$ cat config.mk
export PLATFORM = sky130hd
export DESIGN_NAME = trace_capture_buffer
export DESIGN_NICKNAME = d
export VERILOG_FILES = /design/src/rtl/trace_pkg.sv /design/src/rtl/trace_ram.sv /design/src/rtl/trace_capture_buffer.sv
export SDC_FILE = /design/constraint.sdc
export NUM_CORES = 1
export LEC_CHECK = 0
export ABC_AREA = 1
export CAP_MARGIN = 20
export CORE_MARGIN = 10
export CORE_UTILIZATION = 34
export DETAILED_ROUTE_END_ITERATION = 8
export HOLD_SLACK_MARGIN = 0.08
export PLACE_DENSITY_LB_ADDON = 0.3
export SLEW_MARGIN = 10
export SYNTH_ARGS = -nofsm -noshare
export SYNTH_HDL_FRONTEND = slang
export SYNTH_SLANG_ARGS = --single-unit
$ cat constraint.sdc
create_clock -name clk -period 17.4 [get_ports clk]
set_input_delay 2.61 -clock clk [delete_from_list [all_inputs] [get_ports clk]]
set_output_delay 2.61 -clock clk [all_outputs]
set_load 0.01 [all_outputs]
$ cat src/rtl/trace_pkg.sv
`default_nettype none
// ============================================================================
// Module   : trace_pkg
// Purpose  : Shared definitions for the execution trace capture buffer:
//            FSM state encoding, trigger mode constants and the packed
//            entry-width helper.
// Ports    : none (package)
// Revision : 1.0 - initial release
// ============================================================================
package trace_pkg;

  // Encoding of the capture FSM as seen on o_state.
  localparam logic [1:0] ST_IDLE  = 2'd0;
  localparam logic [1:0] ST_ARMED = 2'd1;
  localparam logic [1:0] ST_POST  = 2'd2;
  localparam logic [1:0] ST_DONE  = 2'd3;

  typedef enum logic [1:0] {
    S_IDLE  = ST_IDLE,
    S_ARMED = ST_ARMED,
    S_POST  = ST_POST,
    S_DONE  = ST_DONE
  } state_t;

  // Trigger source selection (i_trig_mode).
  localparam logic TRIG_OP = 1'b0;
  localparam logic TRIG_PC = 1'b1;

  // Width of one packed ring entry {pc, opcode, reg1, reg2, result}.
  function automatic int entry_w(input int pc_w, input int op_w, input int data_w);
    return pc_w + op_w + 3 * data_w;
  endfunction

endpackage
`default_nettype wire

$ cat src/rtl/trace_ram.sv
`default_nettype none
// ============================================================================
// Module   : trace_ram
// Purpose  : DEPTH x WIDTH storage for the trace ring. One synchronous write
//            port, one asynchronous (combinational) read port. Contents are
//            not reset.
// Ports    : clk      - clock
//            i_we     - write enable
//            i_waddr  - write address
//            i_wdata  - write data
//            i_raddr  - read address
//            o_rdata  - read data (combinational from i_raddr)
// Revision : 1.0 - initial release
// ============================================================================
module trace_ram #(
  parameter int DEPTH = 16,
  parameter int WIDTH = 8
) (
  input  logic                     clk,
  input  logic                     i_we,
  input  logic [$clog2(DEPTH)-1:0] i_waddr,
  input  logic [WIDTH-1:0]         i_wdata,
  input  logic [$clog2(DEPTH)-1:0] i_raddr,
  output logic [WIDTH-1:0]         o_rdata
);

  logic [WIDTH-1:0] r_mem [DEPTH];

  always_ff @(posedge clk) begin
    if (i_we) begin
      r_mem[i_waddr] <= i_wdata;
    end
  end

  assign o_rdata = r_mem[i_raddr];

endmodule
`default_nettype wire

$ cat src/rtl/trace_capture_buffer.sv
`default_nettype none
// ============================================================================
// Module   : trace_capture_buffer
// Purpose  : Execution trace recorder. Retired instructions are written into
//            a circular buffer while armed; on an opcode or PC trigger a
//            further POST_TRIG entries are captured, then the window freezes
//            and is drained oldest-first over a valid/ready port.
// Ports    : clk, rst_n            - clock, synchronous active-low reset
//            i_arm                 - start a new capture (IDLE/DONE only)
//            i_trig_mode           - 0 opcode match, 1 pc match
//            i_trig_op, i_trig_pc  - trigger compare values
//            i_cap_valid           - instruction retired this cycle
//            i_cap_pc/op/reg1/reg2/result - retired instruction fields
//            i_rd_ready            - consumer accepts o_rd_* this cycle
//            o_rd_valid            - o_rd_* hold a valid entry
//            o_rd_pc/op/reg1/reg2/result  - oldest held entry
//            o_state               - IDLE=0 ARMED=1 POST=2 DONE=3
//            o_count               - entries held (0..DEPTH)
//            o_wrapped             - ring overwrote an entry this capture
// Revision : 1.0 - initial release
// ============================================================================
module trace_capture_buffer
  import trace_pkg::*;
#(
  parameter int DATA_W    = 32,
  parameter int PC_W      = 8,
  parameter int OP_W      = 6,
  parameter int DEPTH     = 16,
  parameter int POST_TRIG = 4
) (
  input  logic                     clk,
  input  logic                     rst_n,
  input  logic                     i_arm,
  input  logic                     i_trig_mode,
  input  logic [OP_W-1:0]          i_trig_op,
  input  logic [PC_W-1:0]          i_trig_pc,
  input  logic                     i_cap_valid,
  input  logic [PC_W-1:0]          i_cap_pc,
  input  logic [OP_W-1:0]          i_cap_op,
  input  logic [DATA_W-1:0]        i_cap_reg1,
  input  logic [DATA_W-1:0]        i_cap_reg2,
  input  logic [DATA_W-1:0]        i_cap_result,
  input  logic                     i_rd_ready,
  output logic                     o_rd_valid,
  output logic [PC_W-1:0]          o_rd_pc,
  output logic [OP_W-1:0]          o_rd_op,
  output logic [DATA_W-1:0]        o_rd_reg1,
  output logic [DATA_W-1:0]        o_rd_reg2,
  output logic [DATA_W-1:0]        o_rd_result,
  output logic [1:0]               o_state,
  output logic [$clog2(DEPTH):0]   o_count,
  output logic                     o_wrapped
);

  localparam int AW    = $clog2(DEPTH);
  localparam int CNT_W = AW + 1;
  localparam int EW    = entry_w(PC_W, OP_W, DATA_W);

  localparam logic [CNT_W-1:0] c_full      = CNT_W'(DEPTH);
  localparam logic [CNT_W-1:0] c_one       = CNT_W'(1);
  localparam logic [AW-1:0]    c_post_last = AW'((POST_TRIG > 0) ? POST_TRIG - 1 : 0);

  state_t            r_state,    w_state_nx;
  logic [AW-1:0]     r_wr_ptr,   w_wr_ptr_nx;
  logic [AW-1:0]     r_rd_ptr,   w_rd_ptr_nx;
  logic [CNT_W-1:0]  r_count,    w_count_nx;
  logic [AW-1:0]     r_post_cnt, w_post_nx;
  logic              r_wrapped,  w_wrapped_nx;

  logic              w_we;
  logic              w_trig_hit;
  logic [AW-1:0]     w_wr_inc;
  logic [CNT_W-1:0]  w_cnt_inc;
  logic [AW-1:0]     w_rd_start;
  logic [EW-1:0]     w_wdata;
  logic [EW-1:0]     w_rdata;

  assign w_trig_hit = i_cap_valid &
                      ((i_trig_mode == TRIG_PC) ? (i_cap_pc == i_trig_pc)
                                                : (i_cap_op == i_trig_op));

  // DEPTH is a power of two, so the pointer wraps by natural overflow.
  assign w_wr_inc  = r_wr_ptr + 1'b1;
  assign w_cnt_inc = (r_count == c_full) ? r_count : r_count + 1'b1;

  // Oldest entry once the final write of the window lands. When the ring is
  // full the count's low bits are zero, so this is the slot about to be
  // overwritten next, i.e. the oldest survivor.
  assign w_rd_start = w_wr_inc - w_cnt_inc[AW-1:0];

  // --------------------------------------------------------------------------
  // State register and datapath registers
  // --------------------------------------------------------------------------
  always_ff @(posedge clk) begin
    if (!rst_n) begin
      r_state    <= S_IDLE;
      r_wr_ptr   <= '0;
      r_rd_ptr   <= '0;
      r_count    <= '0;
      r_post_cnt <= '0;
      r_wrapped  <= 1'b0;
    end else begin
      r_state    <= w_state_nx;
      r_wr_ptr   <= w_wr_ptr_nx;
      r_rd_ptr   <= w_rd_ptr_nx;
      r_count    <= w_count_nx;
      r_post_cnt <= w_post_nx;
      r_wrapped  <= w_wrapped_nx;
    end
  end

  // --------------------------------------------------------------------------
  // Next-state / control
  // --------------------------------------------------------------------------
  always_comb begin
    w_state_nx   = r_state;
    w_wr_ptr_nx  = r_wr_ptr;
    w_rd_ptr_nx  = r_rd_ptr;
    w_count_nx   = r_count;
    w_post_nx    = r_post_cnt;
    w_wrapped_nx = r_wrapped;
    w_we         = 1'b0;

    case (r_state)
      S_IDLE: begin
        if (i_arm) begin
          w_state_nx   = S_ARMED;
          w_wr_ptr_nx  = '0;
          w_rd_ptr_nx  = '0;
          w_count_nx   = '0;
          w_post_nx    = '0;
          w_wrapped_nx = 1'b0;
        end
      end

      S_ARMED: begin
        if (i_cap_valid) begin
          w_we        = 1'b1;
          w_wr_ptr_nx = w_wr_inc;
          w_count_nx  = w_cnt_inc;
          w_post_nx   = '0;
          if (r_count == c_full) begin
            w_wrapped_nx = 1'b1;
          end
          if (w_trig_hit) begin
            if (POST_TRIG == 0) begin
              w_state_nx  = S_DONE;
              w_rd_ptr_nx = w_rd_start;
            end else begin
              w_state_nx  = S_POST;
            end
          end
        end
      end

      S_POST: begin
        if (i_cap_valid) begin
          w_we        = 1'b1;
          w_wr_ptr_nx = w_wr_inc;
          w_count_nx  = w_cnt_inc;
          w_post_nx   = r_post_cnt + 1'b1;
          if (r_count == c_full) begin
            w_wrapped_nx = 1'b1;
          end
          if (r_post_cnt == c_post_last) begin
            w_state_nx  = S_DONE;
            w_rd_ptr_nx = w_rd_start;
          end
        end
      end

      S_DONE: begin
        // A re-arm discards whatever is still waiting to be drained.
        if (i_arm) begin
          w_state_nx   = S_ARMED;
          w_wr_ptr_nx  = '0;
          w_rd_ptr_nx  = '0;
          w_count_nx   = '0;
          w_post_nx    = '0;
          w_wrapped_nx = 1'b0;
        end else if (r_count == '0) begin
          w_state_nx = S_IDLE;
        end else if (i_rd_ready) begin
          w_rd_ptr_nx = r_rd_ptr + 1'b1;
          w_count_nx  = r_count - 1'b1;
          if (r_count == c_one) begin
            w_state_nx = S_IDLE;
          end
        end
      end

      default: begin
        w_state_nx = S_IDLE;
      end
    endcase
  end

  // --------------------------------------------------------------------------
  // Storage and field pack/unpack
  // --------------------------------------------------------------------------
  assign w_wdata = {i_cap_pc, i_cap_op, i_cap_reg1, i_cap_reg2, i_cap_result};

  trace_ram #(
    .DEPTH (DEPTH),
    .WIDTH (EW)
  ) u_ram (
    .clk     (clk),
    .i_we    (w_we),
    .i_waddr (r_wr_ptr),
    .i_wdata (w_wdata),
    .i_raddr (r_rd_ptr),
    .o_rdata (w_rdata)
  );

  assign {o_rd_pc, o_rd_op, o_rd_reg1, o_rd_reg2, o_rd_result} = w_rdata;

  assign o_rd_valid = (r_state == S_DONE) && (r_count != '0);
  assign o_state    = r_state;
  assign o_count    = r_count;
  assign o_wrapped  = r_wrapped;

endmodule
`default_nettype wire

==> results of run 1 <==
final timing paths:
path / to / slack [ns]
max: o_rd_reg2[30] / 8.93
min: o_wrapped / 0.46
max reg2reg: u_ram.r_mem[6][50] / 12.35
min reg2reg: o_wrapped / 0.46
cell usage after synthesis, types with 25 or more instances:
cell      instances  area share (%)
a21oi_1         463             3.2
nor2_1           45            0.24
mux2i_1         440             6.2
clkbuf_1        169            0.89
buf_4            29            0.30
nand3_1         148             1.0
buf_1            25            0.13
edfxtp_1       1760              74
o211ai_1        440             4.6
buf_2            80            0.56
nand2_1         186            0.98
inv_1           495             2.6
o21ai_0         520             3.6
per-layer routing:
layer / routed length [um] / GRT usage, %
met5: 172 / 0
met3: 10300 / 2.97
met4: 4210 / 4.37
met1: 83400 / 21.3
met2: 92100 / 26.7
area by class of cell:
class	count	share of cell area, %
Sequential cell	1784	64.3
Multi-Input combinational cell	2314	18.0
Tap cell	2805	4.23
Clock inverter	105	1.55
Timing Repair Buffer	320	3.88
Antenna cell	6	0.0181
Clock buffer	229	5.75
Inverter	498	2.28
critical path, cell delays in order (launching register included):
cell and delay (ns):
dfxtp_4 0.97, buf_4 0.81, buf_12 0.62, buf_4 0.92
o21ai_0 0.25, o211ai_1 0.14, nand3_1 0.10, nand2_1 0.19
clkdlybuf4s50_1 0.56
cell usage in the layout (no fill, tap or decap), types with 3 or more instances in the layout:
cell type and count:
edfxtp_1 1760, o21ai_0 520, inv_1 494, a21oi_1 463, mux2i_1 440, o211ai_1 440
clkdlybuf4s50_1 248, nand2_1 186, clkbuf_16 184, nand3_1 148, buf_4 56, clkbuf_1 45
clkinv_2 33, clkinv_1 30, nor2_1 29, o21ai_1 23, bufinv_16 22, dfxtp_1 20
ha_1 18, nor2_4 16, buf_12 16, xor2_1 7, diode_2 6, clkinvlp_4 6
xnor2_1 5, clkinv_16 5, inv_16 5, o22ai_1 4, dfxtp_4 4, inv_6 3
nand4_1 3
power groups by stage:
stage	combinational [mW]	sequential, mW	clock [mW]
2_1_floorplan	1.63	4.98	0
3_3_place_gp	2.75	5.01	0
3_5_place_dp	2.76	5.01	0
4_1_cts	2.77	4.92	4.05
5_1_grt	2.98	4.93	4.22
6_report	2.71	4.92	3.96
per-stage QoR:
step	utilization, %	cells	area [um^2]	worst slack [ns]
final	39.6	8061	83000	8.93
after global routing	39.6	8060	83000	8.59
after CTS	39.6	8053	82900	8.94
after detailed placement	36.7	7719	76900	9.86
after global placement	36.7	7719	76900	9.87
after floorplan	-	4913	71500	9.32
kinds of logic (layout without fill, tap and decap cells):
logic type	count (synthesis)	count (layout)
other cells	0	6
compound gates	1456	1456
buf+inv	815	1152
xor+xnor	12	12
simple gates	387	387
flops	1784	1784
fa+ha+maj	19	19
mux	440	440
sequential cells by signal, summed over array words and instances (netlist names), named ones only:
| name | count |
|---|---|
| o_count | 5 |
| o_state | 2 |
| r_rd_ptr | 4 |
| o_wrapped | 1 |
| r_wr_ptr | 4 |
| u_ram.r_mem | 1760 |
| r_post_cnt | 4 |
==> qor.yml, run 1 <==
timing:
  drv_slew: 0
  whs_ns: 0.462
  fin_worst_skew_ns: 0.0417
  finalCritPeriodShare_pct: 48.7
  worst_pin_slew_ns: 1.20
  rsz0062_at_grt: "false"
  tns_ns: 0
  hold_violations: 0
  finalSetupViolCount: 0
  max-slew-margin-rel_pct: 19.7
  period_minus_slack_ns: 8.47
  clock.fmax_mhz: 118
die:
  die_w_um: 479
  die-height_um: 479
  dieArea_um2: 229000
  num_io_pins: 249
  placementRows: 168
  start_util_pct: 34.2
  coreArea_um2: 209000
power:
  power_frac_clock_pct: 34.2
  combinationalPowerShare_pct: 23.3
  p_sw_share_pct: 29.6
  p_leak_nw: 26.9
  switchingPower_mw: 3.44
  ir_worst_vdd_v: 0.000116
  power_mw: 11.6
  internal_power_mw: 8.16
  seq_power_share_pct: 42.5
  powerDensity_nw_per_um2: 140
setup_path:
  r2r_start: "o_state[1]"
  crit_path_end_kind: "primary output"
  start_kind: "flop"
  worstPathMaxFanout: 200
  crit_type: "reg -> out"
  critPathRequiredTime_ns: 14.79
  cp.arrival_ns: 5.86
  reg2reg_depth: 9
clock_tree:
  cts-root-buf: "clkbuf_16"
  ctsLongestPathBuffers: 3
  cts_buffers: 184
  path_clk_slew_ns: 0.06
  cts_setup_buffers: 0
  cts_num_sinks: 1784
  clk-insertion-delay-late_ns: 0.82
  htreeDepth: 4
  ctsResizeCount: 0
  postCtsHoldBufs: 0
  cts_tree: "built"
grt:
  first_global_vias: 40359
  overflow: 0
  grt_pass1_wl_mm: 277
  grt_start_max_net_pins: 202
  antenna_found_initial: 32
  grtUsageTotal_pct: 16.0
synthesis:
  syn_inst: 4913
  synth_compound_gate_area_share_pct: 11.8
  synth_xor_area_share_pct: 0.147
  synth-seq-cells: 1784
  seq_area_frac_synth_pct: 74.6
  synthAdderAreaFrac_pct: 0.343
  synthSimpleGateAreaFrac_pct: 2.32
  avgSynthCellArea_um2: 14.6
  muxShareOfSynthArea_pct: 6.16
  synth_top_family_by_area: "compound AO/OA/AOI/OAI gates"
  synth_cell_types: 32
  netlist_area_um2: 71500
  synth_fp_nets: 5062
  synthArstFlopShare_pct: 0
  synth-edff-count: 1760
  ys_warn_count: 0
  synth-main-ff-cell: "edfxtp_1"
drt:
  routed_wl_mm: 190
  ant_nets: 0
  drt-initial-drc-count: 3490
  vias_per_cell: 5.11
  drt-pass1-iter-count: 7
  drc: 0
  dr_total_vias: 41168
  wl_per_cell_um: 23.6
min_path:
  min-delay-start: "o_wrapped"
  min_path_cells: 2
  hold_path.class: "reg -> reg"
place:
  dp_hpwl_mm: 92.6
  port_buffers: 248
  gp_congestion: 0.716
finish:
  regArea_um2: 53300
  drive_above_1_share_pct: 6.80
  n_fill_cell: 19394
  finalNetCount: 5251
  multiInputGateArea_um2: 14900
  area_growth_pct: 16.0
run_status:
  status: "complete, no violations"
run:
  maxCapViolations: 0
No activity file was read; power rests on OpenSTA's default activity.
==> run 2, diff against run 1 <==
==> constraint.sdc (replaced) <==
create_clock -name clk -period 7.3 [get_ports clk]
set_input_delay 1.095 -clock clk [delete_from_list [all_inputs] [get_ports clk]]
set_output_delay 1.095 -clock clk [all_outputs]
set_load 0.01 [all_outputs]
==> run 2 against run 1 <==
Power increased by 140%; flip-flop and latch count unchanged; clock skew decreased by 0.011 ns; worst setup slack got worse by 7.1 ns; cell count about the same; critical endpoint is now o_rd_reg1[9].
==> qor.yml, run 2 (synthesis gave the netlist of run 1 again) <==
run_status:
  status: "complete, no violations"
finish:
  n_fill_cell: 19373  # -0.11%
  finalNetCount: 5251  # unchanged
  drive_above_1_share_pct: 6.57  # -0.23 points
  largest_reg_flops: 1760  # unchanged
  multiInputGateArea_um2: 14900  # unchanged
  layout_common_cells: "edfxtp_1, o21ai_0, inv_1, a21oi_1"
  final_common_cell: "edfxtp_1"
  regArea_um2: 53300  # unchanged
  area_growth_pct: 16.0  # about the same
  regMostFlops: "u_ram.r_mem"
die:
  die-height_um: 479  # unchanged
  placementRows: 168  # unchanged
  start_util_pct: 34.2  # unchanged
  dieArea_um2: 229000  # unchanged
  num_io_pins: 249  # unchanged
  die_w_um: 479  # unchanged
  coreArea_um2: 209000  # unchanged
grt:
  grtUsageTotal_pct: 15.7  # -0.24 points
  use_met1_pct: 21.2  # -0.12 points
  gr-usage-met3_pct: 3.10  # +0.13 points
  grt_start_max_net_pins: 193  # -4.5%
  grt_util_met2_pct: 25.7  # -1.0 points
  grt.busiest_layer: "met2"
  overflow: 0  # unchanged
  antenna_found_initial: 30  # -6.3%
  grt_pass1_wl_mm: 273  # -1.3%
  first_global_vias: 40725  # +0.91%
setup_path:
  crit_path_max_incr_delay_ns: 0.83  # -0.14 ns
  critPathRequiredTime_ns: 6.20  # -8.59 ns
  start_kind: "flop"
  path_buf_inv: 3  # -1
  crit_path_end_kind: "primary output"
  cp.arrival_ns: 4.38  # -1.48 ns
  critPathTopFamily: "buffers and inverters"
  crit_type: "reg -> out"
  slowest_stage: "buf_4"
  worstPathMaxFanout: 130  # -35%
  path_cells: "inv_8, buf_4, o21ai_0, o211ai_1, nand2_1, clkdlybuf4s50_1"
drt:
  dr_total_vias: 40810  # -0.87%
  drt-pass1-iter-count: 5  # -2
  drt-initial-drc-count: 3569  # +2.3%
  vias_per_cell: 5.06  # -0.92%
  routed_wl_mm: 187  # -1.9%
  wl_per_cell_um: 23.1  # -2.0%
  drc: 0  # unchanged
  ant_nets: 0  # unchanged
timing:
  hold_violations: 0  # unchanged
  rsz0062_at_grt: "false"
  clock.fmax_mhz: 183
  max-slew-margin-rel_pct: 17.6  # -2.1 points
  period_minus_slack_ns: 5.47
  fin_worst_skew_ns: 0.0304  # -0.0113 ns
  finalSetupViolCount: 0  # unchanged
  worst_pin_slew_ns: 1.24  # +0.0314 ns
  drv_slew: 0  # unchanged
  tns_ns: 0  # unchanged
  finalCritPeriodShare_pct: 75.0
power:
  ir_worst_vdd_v: 0.000233  # +100%
  combinationalPowerShare_pct: 23.7  # +0.4 points
  power_frac_clock_pct: 33.5  # -0.7 points
  powerDensity_nw_per_um2: 329  # +140%
  p_leak_nw: 26.9  # -0.20%
  seq_power_share_pct: 42.8  # +0.3 points
  internal_power_mw: 19.2  # +130%
  p_sw_share_pct: 29.9  # +0.28 points
  switchingPower_mw: 8.18  # +140%
  power_mw: 27.3  # +140%
clock_tree:
  cts_num_sinks: 1784  # unchanged
  cts-root-buf: "clkbuf_16"
  cts_buffers: 185  # +0.54%
  cts_tree: "built"
  path_clk_slew_ns: 0.06  # about the same
  ctsLongestPathBuffers: 3  # unchanged
  cts_setup_buffers: 0  # unchanged
  ctsResizeCount: 0  # unchanged
  htreeDepth: 4  # unchanged
  postCtsHoldBufs: 0  # unchanged
  clk-insertion-delay-late_ns: 0.85  # +0.03 ns
place:
  port_buffers: 248  # unchanged
  dp_hpwl_mm: 89.1  # -3.7%
  gp_congestion: 0.736  # +2.8%
min_path:
  hold_path.class: "reg -> reg"
run:
  maxCapViolations: 0  # unchanged
[run 2: cell types whose count changed in the layout (fill, tap and decap cells not counted), moves of 4 or more]
cell       previous run  this run
buf_4                56        41
clkbuf_1             45        37
bufinv_16            22        11
clkinv_1             30        50
clkinv_2             33        25
inv_6                 3         7
diode_2               6        10
buf_12               16        30
[run 2: layer usage]
metal | wire length [um] | vias to the layer above
met5 | 145 | -
met4 | 4640 | 22
met3 | 10400 | 271
met2 | 88700 | 1029
met1 | 82700 | 20620
li1 | - | 18868
[run 2: power groups by stage]
stage	sequential, mW	clock, mW	combinational [mW]
after global routing	11.7	9.78	7.13
after detailed placement	11.9	0	6.59
after global placement	11.9	0	6.57
after floorplan	11.9	0	3.88
final	11.7	9.15	6.48
after CTS	11.7	9.37	6.62
[run 2: path summary, 6_finish.rpt]
kind / from / to / slack, ns / cells past startpoint
setup reg to reg: o_state[0] / u_ram.r_mem[6][49] / 3.87 / 7
setup / recovery: flop / o_rd_reg1[9] / 1.83 / 6
hold / removal: o_wrapped / o_wrapped / 0.46 / 2
hold reg to reg: o_wrapped / o_wrapped / 0.46 / 2
[run 2: area by class of cell]
| type | count | area share [%] |
|---|---|---|
| multi-input cells | 2314 | 18.0 |
| flip-flops and latches | 1784 | 64.3 |
| inverters | 498 | 2.28 |
| clock buffers | 226 | 5.84 |
| well taps | 2805 | 4.23 |
| diodes | 10 | 0.0302 |
| clock inverters | 109 | 1.23 |
| repair buffers | 319 | 4.09 |
[run 2: worst register-to-register path, cell delays in order, from the launching register on]
cell,delay [ns]
dfxtp_1,0.42
inv_1,0.14
ha_1,0.37
nand2_1,0.11
inv_1,0.18
nand2_1,0.28
nor2_4,0.78
buf_4,0.67
[run 2: metrics by stage]
step                std cells  hold WS [ns]  area (um^2)  worst slack (ns)  util (%)
floorplan                4913         0.452        71500             0.736         -
global placement         7720         0.452        77100              2.73      36.8
detailed placement       7720         0.455        77100              2.76      36.8
CTS                      8055         0.466        82900              1.83      39.6
global route             8062         0.498        83000              1.65      39.6
finish                   8065         0.464        83000              1.83      39.6
